`src/rtl/muldiv_sequencer_if.sv`:
```
// ============================================================================
// Module   : muldiv_sequencer_if
// Purpose  : Start/operand/result bundle between CPU control and the
//            iterative multiply/divide sequencer.
// Revision : 1.0 - initial release
// ============================================================================
`default_nettype none

interface muldiv_sequencer_if #(
  parameter int WIDTH = 32
);
  logic             mult;
  logic             div;
  logic [WIDTH-1:0] op_a;
  logic [WIDTH-1:0] op_b;
  logic             busy;
  logic             done;
  logic             divzero;
  logic             high_we;
  logic             low_we;
  logic [WIDTH-1:0] high_out;
  logic [WIDTH-1:0] low_out;

  modport master (
    output mult, div, op_a, op_b,
    input  busy, done, divzero, high_we, low_we, high_out, low_out
  );

  modport slave (
    input  mult, div, op_a, op_b,
    output busy, done, divzero, high_we, low_we, high_out, low_out
  );
endinterface

`default_nettype wire

```
`src/rtl/muldiv_sequencer.sv`:
```
// ============================================================================
// Module   : muldiv_sequencer
// Purpose  : Iterative signed multiply (shift/add) and divide (restoring)
//            engine, WIDTH iterations per operation, HI/LO result strobes.
//            Optional: define MULDIV_ZERO_SKIP_EN to finish zero-operand
//            operations in one cycle.
// Revision : 1.0 - initial release
// ============================================================================
`default_nettype none

module muldiv_sequencer #(
  parameter int WIDTH = 32,
  parameter int CNT_W = 6
) (
  input  wire logic         clk,
  input  wire logic         reset,
  muldiv_sequencer_if.slave bus
);

  localparam logic [1:0] c_IDLE = 2'd0;
  localparam logic [1:0] c_RUN  = 2'd1;
  localparam logic [1:0] c_FIX  = 2'd2;
  localparam logic [1:0] c_DONE = 2'd3;

  localparam logic [CNT_W-1:0] c_LAST = CNT_W'(WIDTH - 1);

  logic [1:0]       r_state;
  logic [CNT_W-1:0] r_cnt;
  logic             r_is_div;
  logic             r_sign_q;
  logic             r_sign_r;
  logic [WIDTH-1:0] r_b;
  logic [WIDTH-1:0] r_hi;
  logic [WIDTH-1:0] r_lo;
  logic [WIDTH-1:0] r_high_out;
  logic [WIDTH-1:0] r_low_out;
  logic             r_divzero;

  logic [WIDTH-1:0]   w_a_mag;
  logic [WIDTH-1:0]   w_b_mag;
  logic               w_b_zero;
  logic               w_skip;
  logic [WIDTH:0]     w_mul_sum;
  logic [WIDTH:0]     w_div_shift;
  logic [WIDTH:0]     w_div_diff;
  logic               w_qbit;
  logic [2*WIDTH-1:0] w_prod;
  logic [2*WIDTH-1:0] w_prod_fix;
  logic [WIDTH-1:0]   w_quot_fix;
  logic [WIDTH-1:0]   w_rem_fix;

  assign w_a_mag  = bus.op_a[WIDTH-1] ? (~bus.op_a + 1'b1) : bus.op_a;
  assign w_b_mag  = bus.op_b[WIDTH-1] ? (~bus.op_b + 1'b1) : bus.op_b;
  assign w_b_zero = (bus.op_b == '0);

`ifdef MULDIV_ZERO_SKIP_EN
  assign w_skip = bus.mult ? ((bus.op_a == '0) || w_b_zero)
                           : (bus.div && (bus.op_a == '0) && !w_b_zero);
`else
  assign w_skip = 1'b0;
`endif

  // Multiply: {r_hi, r_lo} is the accumulator, multiplier shifts out of r_lo.
  assign w_mul_sum = {1'b0, r_hi} + (r_lo[0] ? {1'b0, r_b} : '0);

  // Divide: r_hi is the partial remainder, r_lo shifts dividend out / quotient in.
  assign w_div_shift = {r_hi, r_lo[WIDTH-1]};
  assign w_div_diff  = w_div_shift - {1'b0, r_b};
  assign w_qbit      = ~w_div_diff[WIDTH];

  assign w_prod     = {r_hi, r_lo};
  assign w_prod_fix = r_sign_q ? (~w_prod + 1'b1) : w_prod;
  assign w_quot_fix = r_sign_q ? (~r_lo + 1'b1) : r_lo;
  assign w_rem_fix  = r_sign_r ? (~r_hi + 1'b1) : r_hi;

  always_ff @(posedge clk) begin
    if (reset) begin
      r_state    <= c_IDLE;
      r_cnt      <= '0;
      r_is_div   <= 1'b0;
      r_sign_q   <= 1'b0;
      r_sign_r   <= 1'b0;
      r_b        <= '0;
      r_hi       <= '0;
      r_lo       <= '0;
      r_high_out <= '0;
      r_low_out  <= '0;
      r_divzero  <= 1'b0;
    end else begin
      r_divzero <= 1'b0;
      case (r_state)
        c_IDLE: begin
          r_cnt <= '0;
          if (bus.mult || bus.div) begin
            if (w_skip) begin
              r_high_out <= '0;
              r_low_out  <= '0;
              r_state    <= c_DONE;
            end else if (bus.mult) begin
              r_is_div <= 1'b0;
              r_sign_q <= bus.op_a[WIDTH-1] ^ bus.op_b[WIDTH-1];
              r_sign_r <= 1'b0;
              r_b      <= w_a_mag;
              r_hi     <= '0;
              r_lo     <= w_b_mag;
              r_state  <= c_RUN;
            end else if (w_b_zero) begin
              r_divzero <= 1'b1;
            end else begin
              r_is_div <= 1'b1;
              r_sign_q <= bus.op_a[WIDTH-1] ^ bus.op_b[WIDTH-1];
              r_sign_r <= bus.op_a[WIDTH-1];
              r_b      <= w_b_mag;
              r_hi     <= '0;
              r_lo     <= w_a_mag;
              r_state  <= c_RUN;
            end
          end
        end
        c_RUN: begin
          if (r_is_div) begin
            r_hi <= w_qbit ? w_div_diff[WIDTH-1:0] : w_div_shift[WIDTH-1:0];
            r_lo <= {r_lo[WIDTH-2:0], w_qbit};
          end else begin
            r_hi <= w_mul_sum[WIDTH:1];
            r_lo <= {w_mul_sum[0], r_lo[WIDTH-1:1]};
          end
          r_cnt <= r_cnt + 1'b1;
          if (r_cnt == c_LAST) begin
            r_state <= c_FIX;
          end
        end
        c_FIX: begin
          if (r_is_div) begin
            r_high_out <= w_rem_fix;
            r_low_out  <= w_quot_fix;
          end else begin
            r_high_out <= w_prod_fix[2*WIDTH-1:WIDTH];
            r_low_out  <= w_prod_fix[WIDTH-1:0];
          end
          r_state <= c_DONE;
        end
        default: begin
          r_state <= c_IDLE;
        end
      endcase
    end
  end

  assign bus.busy     = (r_state == c_RUN) || (r_state == c_FIX);
  assign bus.done     = (r_state == c_DONE);
  assign bus.high_we  = (r_state == c_DONE);
  assign bus.low_we   = (r_state == c_DONE);
  assign bus.divzero  = r_divzero;
  assign bus.high_out = r_high_out;
  assign bus.low_out  = r_low_out;

endmodule

`default_nettype wire
```
`src/flat_wrapper.sv`:
```
// flat-port wrapper written by rule: the top's interface ports become plain ports
module muldiv_sequencer_flat 
#(
  parameter int WIDTH = 32,
  parameter int CNT_W = 6
)
  (clk, reset, bus_mult, bus_div, bus_op_a, bus_op_b, bus_busy, bus_done, bus_divzero, bus_high_we, bus_low_we, bus_high_out, bus_low_out);
  muldiv_sequencer_if #(.WIDTH(WIDTH)) bus_i ();
  input  wire logic clk;
  input  wire logic reset;
  input wire logic [$bits(bus_i.mult)-1:0] bus_mult;
  input wire logic [$bits(bus_i.div)-1:0] bus_div;
  input wire logic [$bits(bus_i.op_a)-1:0] bus_op_a;
  input wire logic [$bits(bus_i.op_b)-1:0] bus_op_b;
  output wire logic [$bits(bus_i.busy)-1:0] bus_busy;
  output wire logic [$bits(bus_i.done)-1:0] bus_done;
  output wire logic [$bits(bus_i.divzero)-1:0] bus_divzero;
  output wire logic [$bits(bus_i.high_we)-1:0] bus_high_we;
  output wire logic [$bits(bus_i.low_we)-1:0] bus_low_we;
  output wire logic [$bits(bus_i.high_out)-1:0] bus_high_out;
  output wire logic [$bits(bus_i.low_out)-1:0] bus_low_out;
  assign bus_i.mult = bus_mult;
  assign bus_i.div = bus_div;
  assign bus_i.op_a = bus_op_a;
  assign bus_i.op_b = bus_op_b;
  assign bus_busy = bus_i.busy;
  assign bus_done = bus_i.done;
  assign bus_divzero = bus_i.divzero;
  assign bus_high_we = bus_i.high_we;
  assign bus_low_we = bus_i.low_we;
  assign bus_high_out = bus_i.high_out;
  assign bus_low_out = bus_i.low_out;
  muldiv_sequencer #(.WIDTH(WIDTH), .CNT_W(CNT_W)) u_core (.clk(clk), .reset(reset), .bus(bus_i));
endmodule
```
`config.mk`:
```
export PLATFORM = sky130hd
export DESIGN_NAME = muldiv_sequencer_flat
export DESIGN_NICKNAME = d
export VERILOG_FILES = /design/src/rtl/muldiv_sequencer_if.sv /design/src/rtl/muldiv_sequencer.sv /design/src/flat_wrapper.sv
export SDC_FILE = /design/constraint.sdc
export NUM_CORES = 1
export LEC_CHECK = 0
export ABC_AREA = 1
export CORE_ASPECT_RATIO = 1.4
export CORE_MARGIN = 1
export CORE_UTILIZATION = 60
export DETAILED_ROUTE_END_ITERATION = 16
export DONT_BUFFER_PORTS = 1
export GPL_TIMING_DRIVEN = 0
export PLACE_DENSITY = 0.76
export REMOVE_ABC_BUFFERS = 1
export SLEW_MARGIN = 5
export SYNTH_ARGS = -nofsm -noshare
export SYNTH_HDL_FRONTEND = slang
export SYNTH_SLANG_ARGS = --single-unit
```
`constraint.sdc`:
```
create_clock -name clk -period 2.54 [get_ports clk]
set_input_delay 0.635 -clock clk [delete_from_list [all_inputs] [get_ports clk]]
set_output_delay 0.635 -clock clk [all_outputs]
set_load 0.05 [all_outputs]
```
==> qor.yml, run 1 <==
drc_errors: 0
grt_max_degree: 104
yosys.area.top_type: "nand2_1"
ys_top_cells_by_count: "953 x nand2_1, 482 x inv_1, 396 x nor2_1"
grt_pass1_vias: 19580
grt_first_pass_wirelength_um: 104300
wirelength_um: 70960
cts_buffer_depth: 2
yosysSeqAreaShare: 0.1925
vias_per_cell: 6.028
fin_crit_sh: 1.044
post_drt_wl_per_cell_um: 19.64
fmax_mhz: 377.3
synth_top_area_frac: 0.2000
synthSimpleGateAreaFrac: 0.4269
finalMaxSlewViolations: 0
synth_seq_cells: 172
ios: 137
yosysWarnings: 0
num_antenna_cells: 0
syn_area_um2: 17880
layout-drive-gt1-share: 0.1240
ys.flop_type: "dfxtp_1"
dp_hpwl_um: 50800
antenna_found_initial: 0
syn_inst: 3258
syn_area_per_cell_um2: 5.489
drtAntennaViolNets: 0
setup_tns_ns: -0.4423
nets: 3363
end_kind: "register"
core-area_um2: 29260
p_leak_nw: 10.01
fp.dieH_um: 206.3
hold_viol_final: 0
dr.pass1.iters: 6
num_rows: 74
drt-initial-drc-count: 2592
hold_path.class: "primary input to register"
die_area_um2: 30510
worstSkewPairLatency_ns: 0.47
drv_cap: 0
areaGrowthSynthToFinish_pct: 14.14
synth-async-reset-ratio: 0
htreeDepth: 4
ir_worst_vdd_mv: 1.129
worst-slew-pin-transition_ns: 0.8421
multi_input_area_um2: 13260
synth_edf_count: 0
numCtsBuffers: 17
yosysMostFrequentCell: "nand2_1"
clkTransAtPathRegs_ns: 0.08
cts.sinks: 172
pwr_density_cell_nw_per_um2: 1186
root_buffer: "clkbuf_16"
overflow: 0
outcome: "complete, but fails checks"
place.port_buffers: 0
synth_cell_types: 53
place_congestion: 1.006
critPathKind: "register to register"
maxSlewHeadroom: 0.4380
synth_mux_area_frac: 0
violations: "setup timing"
fin_ws_ns: -0.1107
synth_compound_area_frac: 0.1551
rsz0062_at_grt: "yes"
cp_max_fo: 9
clock_skew_ns: 0.01885
critical_path_required_ns: 2.93
start_util: 0.6112
die_w_um: 147.9
synth_top_family_by_area: "simple AND/OR/NAND/NOR gates"
tritoncts: "done"
synth.area.top_cells: "nand2_1 20%, dfxtp_1 19%, inv_1 10%"
grt_use_total: 0.4445
fin_crit_ns: 2.651
synth-adder-area-share: 0.05331
fillCellCount: 2625
start_kind: "register"
dp_worst_setup_slack_ns: -1.424
seq_area_um2: 3567
vias: 21780
synth-xor-area-share: 0.03722
setup_violations: 12
arrival_ns: 3.04
==> what timing repair did <==
item                                    4_1_cts  5_1_grt
cloned                                        8        1
endpoints found under the setup margin      154      107
setup buffers                                24       30
resized for setup                           127      227
pin swaps                                    17       43
hold buffers                                  0        0
==> metal layers <==
metal  share of wire  up-vias  track usage
li1                -    10350            -
met1            0.35     9753       0.5055
met2            0.46     1320       0.7465
met3            0.11      355      0.07969
met4           0.085        0       0.3255
met5               0        -            0
==> registers in the layout, indices dropped and copies added, names as in the netlist <==
register	flops
u_core.bus.divzero	1
u_core.bus.high_out	32
u_core.bus.low_out	32
u_core.r_b	32
u_core.r_cnt	6
u_core.r_hi	32
u_core.r_is_div	1
u_core.r_lo	32
u_core.r_sign_q	1
u_core.r_sign_r	1
u_core.r_state	2
==> cell families (layout without fill, tap and decap cells) <==
logic type               after synthesis  in the layout
AND/OR/NAND/NOR                     1811           1820
XOR/XNOR                              76             76
adder cells (fa/ha/maj)               75             75
flip-flops                           172            172
AO/OA/AOI/OAI                        502            502
buffers and inverters                622            588
==> critical path, stage by stage, from the launching register on <==
cell	delay (ns)
dfxtp_2	0.61
ha_1	0.36
nand2_1	0.08
nand2_1	0.06
nand2_1	0.06
nand2_1	0.10
a21oi_2	0.17
nand2_4	0.10
nand2_8	0.12
nand2_8	0.08
nand2_8	0.17
buf_6	0.16
nand3_1	0.07
nand3_1	0.11
nand3_1	0.15
a21oi_2	0.18
==> placed cells by master, fill, tap and decap left out, types with 8 or more instances in the layout <==
master,instances
or2_2,13
o221ai_1,15
clkbuf_16,17
o211ai_1,31
ha_2,11
ha_1,33
xor2_1,62
ha_4,29
a21o_1,12
dfxtp_4,24
nand3_1,286
o21ai_0,160
buf_4,43
inv_1,471
a31oi_1,20
inv_2,17
nand3b_1,16
nor2_1,367
nand4_1,43
nor2_2,22
a21oi_1,179
dfxtp_2,27
a21oi_2,30
nor3_1,33
nand2_1,915
o21ai_2,8
nand2_8,11
nand3_2,20
o21ai_1,20
nand2_2,43
xnor2_1,14
nor2_4,21
dfxtp_1,121
==> cell type report <==
type,instances,area share
clock buffers,18,0.02152
clock inverters,14,0.008643
inverters,497,0.09305
multi-input cells,2473,0.6496
flip-flops and latches,172,0.1748
well taps,380,0.02329
repair buffers,59,0.02918
==> final timing paths <==
check,cells past startpoint,startpoint,to,slack (ns)
max reg2reg,15,u_core.r_hi[12]$_SDFFE_PP0P_,u_core.r_hi[11]$_SDFFE_PP0P_,-0.11
min reg2reg,2,u_core.r_b[21]$_SDFFE_PP0P_,u_core.r_b[21]$_SDFFE_PP0P_,0.51
max,15,u_core.r_hi[12]$_SDFFE_PP0P_,u_core.r_hi[11]$_SDFFE_PP0P_,-0.11
min,1,reset,u_core.r_b[2]$_SDFFE_PP0P_,0.26
==> stage by stage <==
step	total power, mW	instances	cell area, um^2	utilization	hold WS (ns)
after detailed placement	18.92	3518	17950	0.6135	0.4988
after floorplan	15.21	3133	17340	-	0.4524
after CTS	22.68	3582	19310	0.6601	0.2405
final	24.22	3613	20410	0.6977	0.2561
after global placement	18.60	3513	17810	0.6088	0.4623
after global routing	25.77	3613	20410	0.6977	0.2288
==> where the power goes <==
| group | switching [mW] | leakage, nW | total [mW] | internal (mW) |
|---|---|---|---|---|
| registers | 2.44 | 1.44 | 6.02 | 3.58 |
| clock network | 1.41 | 0.297 | 2.79 | 1.37 |
| logic | 10.4 | 8.27 | 15.4 | 4.97 |
Power figures use the tool's default switching activity.
==> inputs of run 2 (changes only) <==
CORE_MARGIN = 3   (was 1)
PLACE_DENSITY = 0.73   (was 0.76)
clock period = 2.7 ns   (was 2.54 ns; I/O delays follow)
==> run 2 against run 1 <==
Against the previous run: final cell count shrank 1.1%; sequential share of layout area up 0.72 points; flip-flop and latch count is the same; clock power is 1% lower; the run now ends clean; fmax decreased by 0.56%; clock-buffer cell count down 1; combinational power shrank 12%; via count fell by 1.9%.
==> qor.yml, run 2 (synthesized netlist as in run 1, its figures left out) <==
fp.dieH_um: 210.3  # +1.9%
grt_use_met2: 0.6622  # -0.08425
grt_use_total: 0.3971  # -0.04740
worst-slew-pin-transition_ns: 0.7980  # -0.04414 ns
drv_cap: 0  # unchanged
final_util: 0.6596  # -0.03806
dr.pass1.iters: 6  # unchanged
num_rows: 74  # unchanged
setup_violations: 0  # -12
fmax_mhz: 375.1  # -0.56%
vias_per_cell: 5.976  # -0.87%
layout-drive-gt1-share: 0.07355  # -0.05048
clkTransAtPathRegs_ns: 0.08  # about the same
use_met1: 0.4730  # -0.03247
post_drt_wl_per_cell_um: 18.98  # -3.3%
hold_path.class: "primary input to register"
start_util: 0.6112  # unchanged
clock_skew_ns: 0.01723  # -0.001619 ns
worstSkewPairLatency_ns: 0.46  # about the same
fin_ws_ns: 0.03439  # +0.1451 ns
fin_crit_ns: 2.666  # +0.01487 ns
maxSlewHeadroom: 0.4680  # +0.03004
tritoncts: "done"
cts_buffer_depth: 2  # unchanged
pwr_density_cell_nw_per_um2: 1136  # -4.3%
finalMaxSlewViolations: 0  # unchanged
wirelength_um: 67870  # -4.4%
outcome: "finished, final reports clean"
drtAntennaViolNets: 0  # unchanged
areaGrowthSynthToFinish_pct: 7.913
start_kind: "register"
end_kind: "register"
critical_path_required_ns: 3.06  # +0.13 ns
dp_hpwl_um: 51240  # +0.86%
hold_viol_final: 0  # unchanged
critPathKind: "register to register"
drc_errors: 0  # unchanged
root_buffer: "clkbuf_16"
cp_max_fo: 7  # -2
grt_max_degree: 104  # unchanged
hold_buffers: 0  # unchanged
layout_commonest_cell: "nand2_1"
p_leak_nw: 9.698  # -3.1%
die_w_um: 151.9  # +2.7%
rsz0062_at_grt: "yes"
grt_pass1_vias: 19550  # -0.18%
overflow: 0  # unchanged
dp_worst_setup_slack_ns: -1.547  # -0.1231 ns
met3_usage: 0.06120  # -0.01849
numCtsBuffers: 17  # unchanged
vias: 21360  # -1.9%
arrival_ns: 3.03  # about the same
die_area_um2: 31940  # +4.7%
nets: 3325  # -1.1%
fin_crit_sh: 0.9873  # -0.05634
drt-initial-drc-count: 2309  # -11%
core-area_um2: 29260  # unchanged
ios: 137  # unchanged
busiest_layer: "met2"
htreeDepth: 4  # unchanged
cts.sinks: 172  # unchanged
grt_first_pass_wirelength_um: 102700  # -1.6%
final_cell_mix: "940 x nand2_1, 477 x inv_1, 383 x nor2_1"
ir_worst_vdd_mv: 1.721  # +52%
power.total_mw: 21.92  # -9.5%
place_congestion: 1.021  # +1.5%
place.port_buffers: 0  # unchanged
num_antenna_cells: 0  # unchanged
antenna_found_initial: 0  # unchanged
[run 2: cell types whose count changed in the layout (fill, tap and decap cells not counted), sizes merged]
cell      delta
buf         -36
nand3        -1
clkinvlp     -2
nand2        -1
inv          -1
clkbuf       -1
clkinv       +2
bufinv       +2
[run 2: path summary, 6_finish.rpt]
kind / depth (start not counted) / slack [ns] / from / end
setup / recovery: 14 / 0.03 / u_core.r_hi[29]$_SDFFE_PP0P_ / u_core.r_hi[9]$_SDFFE_PP0P_
hold / removal: 1 / 0.31 / reset / u_core.r_cnt[1]$_SDFFE_PP0P_
setup reg to reg: 14 / 0.03 / u_core.r_hi[29]$_SDFFE_PP0P_ / u_core.r_hi[9]$_SDFFE_PP0P_
hold reg to reg: 2 / 0.49 / u_core.r_cnt[4]$_SDFFE_PP0P_ / u_core.r_cnt[4]$_SDFFE_PP0P_
[run 2: layout make-up]
cell class	count	area, um^2
multi-input combinational	2471	12500
fill	2781	9960
sequential	172	3511
inverter	497	1878
tap	380	475.5
clock buffer	17	425.4
timing repair buffer	23	287.8
clock inverter	15	222.7
[run 2: critical path: stages, from the launching register on]
cell,delay (ns)
dfxtp_1,0.66
ha_1,0.37
nand2_1,0.10
a21oi_1,0.04
nor2_1,0.09
nand2_1,0.10
a21oi_4,0.15
buf_12,0.14
nand3_4,0.15
buf_12,0.22
nand2_8,0.08
nand2_1,0.07
nand3_1,0.10
nand3_1,0.10
a21oi_1,0.19
[run 2: metal layers]
| metal | up-vias | wire [um] |
|---|---|---|
| li1 | 10280 | - |
| met3 | 284 | 5844 |
| met5 | - | 0 |
| met4 | 0 | 5959 |
| met1 | 9618 | 25080 |
| met2 | 1181 | 30990 |
[run 2: timing repair]
action,4_1_cts,5_1_grt
gates cloned,4,3
gates resized for setup,44,103
buffers inserted,3,15
endpoints found under the setup margin,141,83
pin swaps,4,14
[run 2: metrics by stage]
stage               std cells  area (um^2)  hold WS [ns]  TNS [ns]
floorplan                3133        17340        0.4524    -92.17
global placement         3513        17810        0.4621   -347.13
detailed placement       3518        17940        0.4728    -86.68
CTS                      3557        18780        0.2814         0
global route             3575        19300        0.2975   -0.6585
finish                   3575        19300        0.3059         0
[run 2: where the power goes]
part | internal (mW) | switching [mW]
registers | 3.36 | 2.35
clock network | 1.44 | 1.32
logic | 4.27 | 9.19
total | 9.06 | 12.9
